### src/rtl/jtframe_ioctl_packer.sv
// Packs the ioctl byte stream into 16-bit SDRAM word writes with byte enables,
// diverting bytes in the PROM window to a one-cycle PROM write port.
module jtframe_ioctl_packer #(
    parameter int              AW         = 22,
    parameter logic [AW-1:0]   PROM_START = 22'h3FFF00,
    parameter int              PROMW      = 8,
    parameter int              FIFO_DEPTH = 4,
    parameter int              SWAP       = 0
) (
    input  logic             clk,
    input  logic             rst_n,
    input  logic             downloading,
    input  logic [AW-1:0]    ioctl_addr,
    input  logic [7:0]       ioctl_data,
    input  logic             ioctl_wr,
    output logic [AW-2:0]    prog_addr,
    output logic [15:0]      prog_data,
    output logic [1:0]       prog_be,
    output logic             prog_we,
    input  logic             prog_rdy,
    output logic [PROMW-1:0] prom_addr,
    output logic [7:0]       prom_data,
    output logic             prom_we,
    output logic             dwnld_busy,
    output logic             overrun
);
    localparam int         PW         = $clog2(FIFO_DEPTH);
    localparam bit         SWAP_LANES = (SWAP != 0);
    localparam logic [1:0] EVEN_BE    = SWAP_LANES ? 2'b10 : 2'b01;
    localparam logic [1:0] ODD_BE     = SWAP_LANES ? 2'b01 : 2'b10;

    typedef enum logic [1:0] {IDLE, HALF, WRITE} state_t;

    state_t        state;
    logic [AW-1:0] fifo_addr [FIFO_DEPTH];
    logic [7:0]    fifo_data [FIFO_DEPTH];
    logic [PW-1:0] wr_ptr;
    logic [PW-1:0] rd_ptr;
    logic [PW:0]   count;
    logic          empty;
    logic          full;
    logic          push;
    logic          pop;
    logic [AW-1:0] head_addr;
    logic [7:0]    head_data;
    logic          head_pair;
    logic [AW-2:0] held_word;
    logic [7:0]    held_data;
    logic          dl_prev;

    function automatic logic [15:0] lane_word(input logic [7:0] b, input logic odd);
        lane_word = (odd ^ SWAP_LANES) ? {b, 8'h00} : {8'h00, b};
    endfunction

    assign empty     = (count == '0);
    assign full      = (count == (PW+1)'(FIFO_DEPTH));
    assign head_addr = fifo_addr[rd_ptr];
    assign head_data = fifo_data[rd_ptr];
    // Only the odd partner of the held even byte, outside the PROM window, completes a pair.
    assign head_pair = (head_addr == {held_word, 1'b1}) && (head_addr < PROM_START);
    assign push      = ioctl_wr && (!full || pop);

    always_comb begin
        pop = 1'b0;
        case (state)
            IDLE:    pop = !empty;
            HALF:    pop = !empty && head_pair;
            default: pop = 1'b0;
        endcase
    end

    always_ff @(posedge clk) begin
        if (push) begin
            fifo_addr[wr_ptr] <= ioctl_addr;
            fifo_data[wr_ptr] <= ioctl_data;
        end
    end

    always_ff @(posedge clk or negedge rst_n) begin
        if (!rst_n) begin
            wr_ptr     <= '0;
            rd_ptr     <= '0;
            count      <= '0;
            overrun    <= 1'b0;
            dl_prev    <= 1'b0;
            dwnld_busy <= 1'b0;
        end else begin
            if (push) wr_ptr <= wr_ptr + 1'b1;
            if (pop)  rd_ptr <= rd_ptr + 1'b1;
            count   <= count + (PW+1)'(push) - (PW+1)'(pop);
            dl_prev <= downloading;
            // A drop in the same cycle as a new download start still gets reported.
            if (ioctl_wr && !push)
                overrun <= 1'b1;
            else if (downloading && !dl_prev)
                overrun <= 1'b0;
            if (downloading)
                dwnld_busy <= 1'b1;
            else if (empty && state == IDLE)
                dwnld_busy <= 1'b0;
        end
    end

    always_ff @(posedge clk or negedge rst_n) begin
        if (!rst_n) begin
            state     <= IDLE;
            prog_addr <= '0;
            prog_data <= '0;
            prog_be   <= '0;
            prog_we   <= 1'b0;
            prom_addr <= '0;
            prom_data <= '0;
            prom_we   <= 1'b0;
            held_word <= '0;
            held_data <= '0;
        end else begin
            prom_we <= 1'b0;
            case (state)
                IDLE: begin
                    if (!empty) begin
                        if (head_addr >= PROM_START) begin
                            prom_we   <= 1'b1;
                            prom_addr <= head_addr[PROMW-1:0];
                            prom_data <= head_data;
                        end else if (head_addr[0]) begin
                            prog_addr <= head_addr[AW-1:1];
                            prog_data <= lane_word(head_data, 1'b1);
                            prog_be   <= ODD_BE;
                            prog_we   <= 1'b1;
                            state     <= WRITE;
                        end else begin
                            held_word <= head_addr[AW-1:1];
                            held_data <= head_data;
                            state     <= HALF;
                        end
                    end
                end
                HALF: begin
                    if (!empty && head_pair) begin
                        prog_addr <= held_word;
                        prog_data <= lane_word(held_data, 1'b0) | lane_word(head_data, 1'b1);
                        prog_be   <= 2'b11;
                        prog_we   <= 1'b1;
                        state     <= WRITE;
                    end else if (!empty || !downloading) begin
                        // Unrelated head or end of download: the even byte goes out alone.
                        prog_addr <= held_word;
                        prog_data <= lane_word(held_data, 1'b0);
                        prog_be   <= EVEN_BE;
                        prog_we   <= 1'b1;
                        state     <= WRITE;
                    end
                end
                WRITE: begin
                    if (prog_rdy) begin
                        prog_we <= 1'b0;
                        state   <= IDLE;
                    end
                end
                default: state <= IDLE;
            endcase
        end
    end
endmodule

### config.mk
export PLATFORM = sky130hd
export DESIGN_NAME = jtframe_ioctl_packer
export DESIGN_NICKNAME = d
export VERILOG_FILES = /design/src/rtl/jtframe_ioctl_packer.sv
export SDC_FILE = /design/constraint.sdc
export NUM_CORES = 1
export LEC_CHECK = 0
export BUFFER_PORTS_ARGS = -buffer_cell sky130_fd_sc_hd__buf_2
export CELL_PAD_IN_SITES_DETAIL_PLACEMENT = 0
export CELL_PAD_IN_SITES_GLOBAL_PLACEMENT = 1
export CORE_ASPECT_RATIO = 0.5
export CORE_MARGIN = 3
export CORE_UTILIZATION = 46
export CTS_BUF_LIST = sky130_fd_sc_hd__clkbuf_4
export DETAILED_ROUTE_END_ITERATION = 10
export PLACE_DENSITY = 0.76
export SYNTH_ARGS = -nofsm -noshare
export SYNTH_HDL_FRONTEND = slang
export SYNTH_SLANG_ARGS = --single-unit
### constraint.sdc
create_clock -name clk -period 3.8 [get_ports clk]
set_clock_uncertainty 0.2 [all_clocks]
set_input_delay 0.95 -clock clk [delete_from_list [all_inputs] [get_ports clk]]
set_output_delay 0.95 -clock clk [all_outputs]
set_load 0.02 [all_outputs]
**Word-level counts from Yosys, hierarchy flattened**

Memory sizes are Yosys's and may differ from the RTL's.
Index checks and enable logic that the tools add are counted.

- Flip-flop bits (word level): 98
- Memory bits (writable): 120
- Input port bits: 35
- Output and inout bits: 59
- Word-level logic and storage cells: 103
- Memories: 2

Memory list:

| name | depth | bits a word | read ports | clocked after memory_dff | wr ports | RTL line | RTL |
|---|---|---|---|---|---|---|---|
| fifo_addr | 4 | 22 | 1 | 0 | 1 | 35 | `logic [AW-1:0] fifo_addr [FIFO_DEPTH];` |
| fifo_data | 4 | 8 | 1 | 0 | 1 | 36 | `logic [7:0] fifo_data [FIFO_DEPTH];` |

- Add/subtract/negate cells: 4
- Order comparisons: 2
- Eq/ne operators: 9
- Mux-type cells: 42
- Bitwise logic cells: 4
- Reduce and logical (&&, ||, !) cells: 24

Operators with widths:

| cell | count |
|---|---|
| 2-to-1 mux 21 bit | 5 |
| 2-to-1 mux 16 bit | 5 |
| case mux 21 bit (2 select lines) | 1 |
| case mux 16 bit (2 select lines) | 1 |
| equality test 22 bit | 1 |
| >= comparator 22 bit (second input constant) | 1 |
| < comparator 22 bit (second input constant) | 1 |
| 2-to-1 mux 2 bit | 11 |
| bitwise OR 8 x 16 -> 16 bit | 1 |
| 2-to-1 mux 1 bit | 15 |
| inequality test 2 bit (second input constant) | 4 |
| AND reduction 4 bit | 2 |
| logical AND 1 bit | 6 |
| case mux 2 bit (3 select lines) | 1 |
| AND reduction 6 bit | 1 |
| nonzero test 2 bit | 3 |
| logical NOT 1 bit | 5 |
| AND reduction 5 bit | 1 |
| adder 2 x 1 -> 2 bit (second input constant) | 2 |
| case mux 2 bit (2 select lines) | 1 |
| adder 3 x 1 -> 3 bit | 1 |
| equality test 3 bit (second input constant) | 1 |
| logical NOT 3 bit | 1 |
| inequality test 3 bit (second input constant) | 1 |
| 10 further kinds | 13 |

**Longest topological paths before layout**

An unclocked memory read counts as a cell.

- Depth after elaboration: 10
- Depth in mapped cells: 17
- Depth with buffers taken out: 14

**Least setup slack after synthesis**

No wires, ideal clock.

- Path type: register to register
- Start point: reg rd_ptr[0]
- End point: reg count[2]
- Data arrival time: 3.533 ns
- Setup slack: -0.058 ns
- Cell stages (with the launch flop): 16
- Buffers on the path: 1
- Path through: dfrtp_1 -> buf_6 -> mux4_2 -> xnor2_2 -> nand4_1 -> nor4_2 -> nand3_2 -> o41ai_4 -> inv_1 -> ha_1 -> inv_1 -> ha_1 -> inv_1 -> fa_1 -> xnor2_1 -> xnor2_1

- Cells in the longest elaborated chain, start to end: 9
- Elaborated cells between the ends (all ways): 10
- Classes of those cells: add/sub (2); order compare (1); eq/ne (1); mux (1); reduce/logical (4); memory (1)

RTL lines:

| element | RTL line | RTL |
|---|---|---|
| start, declared | 38 | `logic [PW-1:0] rd_ptr;` |
| start signal, assigned | 89 | `if (pop) rd_ptr <= rd_ptr + 1'b1;` |
| memory (4 x 22 bit) (*) | -- |  |
| < comparator 22 bit or equality test 22 bit (tied branches) | 60 | `assign head_pair = (head_addr == {held_word, 1'b1}) && (head_addr < PROM_START);` |
| logical AND 1 bit (*) | 60 |  |
| logical AND 1 bit (*) | 67 | `HALF: pop = !empty && head_pair;` |
| case mux 1 bit (2 select lines) (*) | 65 | `case (state)` |
| logical OR 1 bit | 61 | `assign push = ioctl_wr && (!full \|\| pop);` |
| logical AND 1 bit | 61 |  |
| adder 3 x 1 -> 3 bit | 90 | `count <= count + (PW+1)'(push) - (PW+1)'(pop);` |
| subtractor 3 x 1 -> 3 bit (*) | 90 |  |
| end signal, assigned | 90 |  |
| end, declared | 39 | `logic [PW:0] count;` |

Mark *: on every way between the ends. The rest lies on a longest branch, timed or not.
A chain may end at the register's enable or synchronous reset.

**Worst setup path in the final report**

Same ends and word-level chain as after synthesis.

==> impl_metrics.json <==
{
  "status": "complete, but fails checks",
  "violations": "negative setup slack",
  "dieArea_sq_um": 21420,
  "fin_cells": 1063,
  "timing_hold_violations_final": 0,
  "die_h_microns": 105.0,
  "fin_crit_sh_pct": 103.0,
  "critical_path.top_delay_family": "adder cells",
  "htree_levels": 2,
  "crit_type": "reg -> reg",
  "cts_hold_buf": 0,
  "hold_ws_ps": 225.1,
  "drv_slew": 0,
  "grt_pass1_wl_mm": 32.78,
  "dr.pass1.iters": 5,
  "irDropWorstVdd_v": 0.0003757,
  "globalRouteOverflowTotal": 0,
  "p_leak_uw": 0.004751,
  "ys_ff_latch": 218,
  "detail_route.wl_per_cell_microns": 19.76,
  "pre_cts_ws_ps": -313.6,
  "io_pins": 94,
  "ys_async_sr_fraction_pct": 44.95,
  "synthFlopType": "edfxtp_1",
  "drc": 0,
  "synth_top_area_share_pct": 39.96,
  "dp_hpwl_mm": 14.15,
  "grt_antenna_before_repair": 0,
  "power_frac_comb_pct": 42.9,
  "cts_tree": "yes",
  "slew_headroom_pct": 44.85,
  "grt.total_usage_pct": 19.83,
  "cp-end-kind": "flop",
  "crit_buf_inv": 5,
  "power_density_nw_per_um2": 871.4,
  "ant_nets": 0,
  "synth_area_leader_cell": "edfxtp_1",
  "ys_top_cells_by_area": "edfxtp_1 (40%), dfrtp_1 (27%), mux4_2 (5.2%)",
  "timing.fmax_mhz": 255.5,
  "synth-edff-count": 120,
  "crit_path_start_kind": "flop",
  "grt_pass1_vias": 5847,
  "critPathMaxFanout": 5,
  "clkPwrFrac_pct": 19.2,
  "p_int_uw": 6112,
  "fillerInstances": 1521,
  "avgSynthCellArea_sq_um": 15.68,
  "period_minus_slack_ps": 3914,
  "slowest_delay_ps": 520,
  "port_buffers": 93,
  "coreArea_sq_um": 18790,
  "setup_viol": 2,
  "max_cap_viol_count": 0,
  "grt_max_degree": 60,
  "syn_nets": 617,
  "seqPwrFrac_pct": 37.9,
  "yosysSeqAreaShare_pct": 67.16,
  "clockBufferDepth": 3,
  "finalWorstSetupSlack_ps": -114.3,
  "cts.sinks": 218,
  "required_ps": 4110,
  "ys_top_cells_by_count": "edfxtp_1 (120), dfrtp_1 (98), nand2_1 (81), mux2i_1 (33), mux2_2 (29)",
  "cts.clk_slew.worst_paths_ps": 70,
  "cts_made_buffers": 50,
  "synth.most_common_cell": "edfxtp_1",
  "first_iter_violations": 300,
  "rows": 35,
  "worst_pin_slew_ps": 827.3,
  "vias": 5606,
  "p_sw_uw": 3497,
  "worstSkewPairLatency_ps": 630,
  "wirelength_mm": 21.00,
  "area_growth_syn_to_layout_pct": 22.28,
  "placedCellCount": 958,
  "yosys_warnings": 0,
  "start_util_pct": 48.00,
  "p_total_uw": 9609,
  "swShare_pct": 36.40,
  "vias_per_cell": 5.274,
  "nets": 804,
  "drive_gt1_share_pct": 39.73,
  "gp_congestion": 0.8023,
  "arrival_ps": 4230,
  "cts-root-buf": "clkbuf_4",
  "rsz0062_at_grt": "true",
  "synth.cell_area_sq_um": 9017,
  "fp.dieW_microns": 204.0,
  "synthCells": 575,
  "crit_chain": "buf_6, buf_6, mux4_2, xnor2_2, nand4_1, nor4_2, nand3_2, o41ai_4, inv_1, ha_1, inv_1, ha_2, inv_2, fa_2, xnor2_2, xnor2_1",
  "slowest_stage": "mux4_2",
  "worstHoldPathType": "in -> async",
  "synth.distinct_cells": 55
}
-- registers in the layout, summed over array words and instances (netlist names), 2 cells and up --
name       count
fifo_data     32
wr_ptr         2
prom_data      8
fifo_addr     88
prog_addr     21
prog_be        2
state          2
prom_addr      8
rd_ptr         2
held_data      8
held_word     21
prog_data     16
count          3
-- what timing repair did --
item,4_1_cts,5_1_grt
cloned,0,3
setup endpoints to repair,2,122
pin swaps,6,7
buffers inserted,12,0
gates resized for setup,11,4
-- metrics by stage --
stage | setup TNS [ps] | cell area, sq um | utilization, %
after detailed placement | -542.8 | 10210 | 54.36
after CTS | -96.64 | 10970 | 58.37
after global routing | -434.5 | 11020 | 58.68
final | -154.5 | 11030 | 58.69
after global placement | -321.0 | 10210 | 54.36
after floorplan | -7.249 | 9020 | -
-- power groups by stage --
stage / logic, uW / registers (uW) / clock network (uW)
2_1_floorplan: 2390 / 3790 / 0
3_3_place_gp: 3910 / 3680 / 0
3_5_place_dp: 3960 / 3700 / 0
4_1_cts: 4090 / 3640 / 1890
5_1_grt: 4470 / 3720 / 2030
6_report: 4130 / 3640 / 1840
-- cell type report --
type,count,area (sq um),area share (%)
inverter,11,41.29,0.3744
antenna,1,2.502,0.02269
tap,259,324.1,2.939
timing repair buffer,161,1141,10.35
multi-input combinational,320,2813,25.51
clock inverter,14,53.80,0.4879
sequential,218,6058,54.94
clock buffer,79,593.1,5.378
-- worst register-to-register path, cell delays in order (launching register included) --
cell     delay (ps)
dfrtp_2         450
buf_6           130
buf_6            90
mux4_2          520
xnor2_2         190
nand4_1         190
nor4_2          400
nand3_2         160
o41ai_4         240
inv_1            80
ha_1            290
inv_1            60
ha_2            160
inv_2            40
fa_2            350
xnor2_2         150
xnor2_1         120
-- final timing paths --
check | start | cells past startpoint | slack [ps] | endpoint
setup / recovery | rd_ptr[0] | 16 | -110 | count[2]
hold / removal | rst_n | 1 | 230 | prog_data[9]
setup reg to reg | rd_ptr[0] | 16 | -110 | count[2]
hold reg to reg | prom_data[1] | 2 | 260 | prom_data[1]
max in group asynchronous | rst_n | 2 | 2450 | held_data[7]
min in group clk | prom_data[1] | 2 | 260 | prom_data[1]
-- metal layers --
layer  up-vias  routed length (microns)  global-route usage (%)
li1       2598                        -                       -
met1      2805                     9792                   27.78
met2       176                     9653                   31.23
met3        27                     1334                   5.758
met4         0                      221                   4.071
met5         -                        0                       0
-- kinds of logic (layout without fill, tap and decap cells) --
family | Yosys count | in the layout | synth area share, %
AOI/OAI and AO/OA | 75 | 75 | 5.925
xor gates and xnor gates | 25 | 25 | 2.595
adders and majority gates | 7 | 7 | 1.055
buffers and inverters | 37 | 265 | 2.192
DFF | 218 | 218 | 67.16
muxes | 92 | 92 | 15.03
other | 0 | 1 | 0
and+or+nand+nor | 121 | 121 | 6.050
-- layout by cell type (no fill, tap or decap), types with 2 or more instances in the layout --
cell type	synthesis	routed
ha_1	6	5
nand3_1	2	2
clkinv_1	0	12
xnor2_2	2	5
mux2_2	29	29
o211ai_1	2	2
mux4_2	21	23
xnor2_1	14	11
o21ai_1	4	3
o21ai_0	24	24
edfxtp_1	120	120
o221ai_1	2	2
and2_2	4	3
a221oi_1	3	2
buf_2	11	92
a22o_1	16	16
dfrtp_1	98	96
mux4_1	8	6
dfrtp_2	0	2
o21bai_1	2	2
buf_6	5	4
xor2_1	9	9
clkbuf_16	0	2
mux2i_1	33	33
nor2_1	12	12
inv_1	11	9
clkbuf_4	1	79
a21oi_1	9	9
buf_12	0	9
inv_2	0	3
buf_4	1	54
nand2_1	81	81
nand4_1	9	9
(Power assumes the default switching activity.)
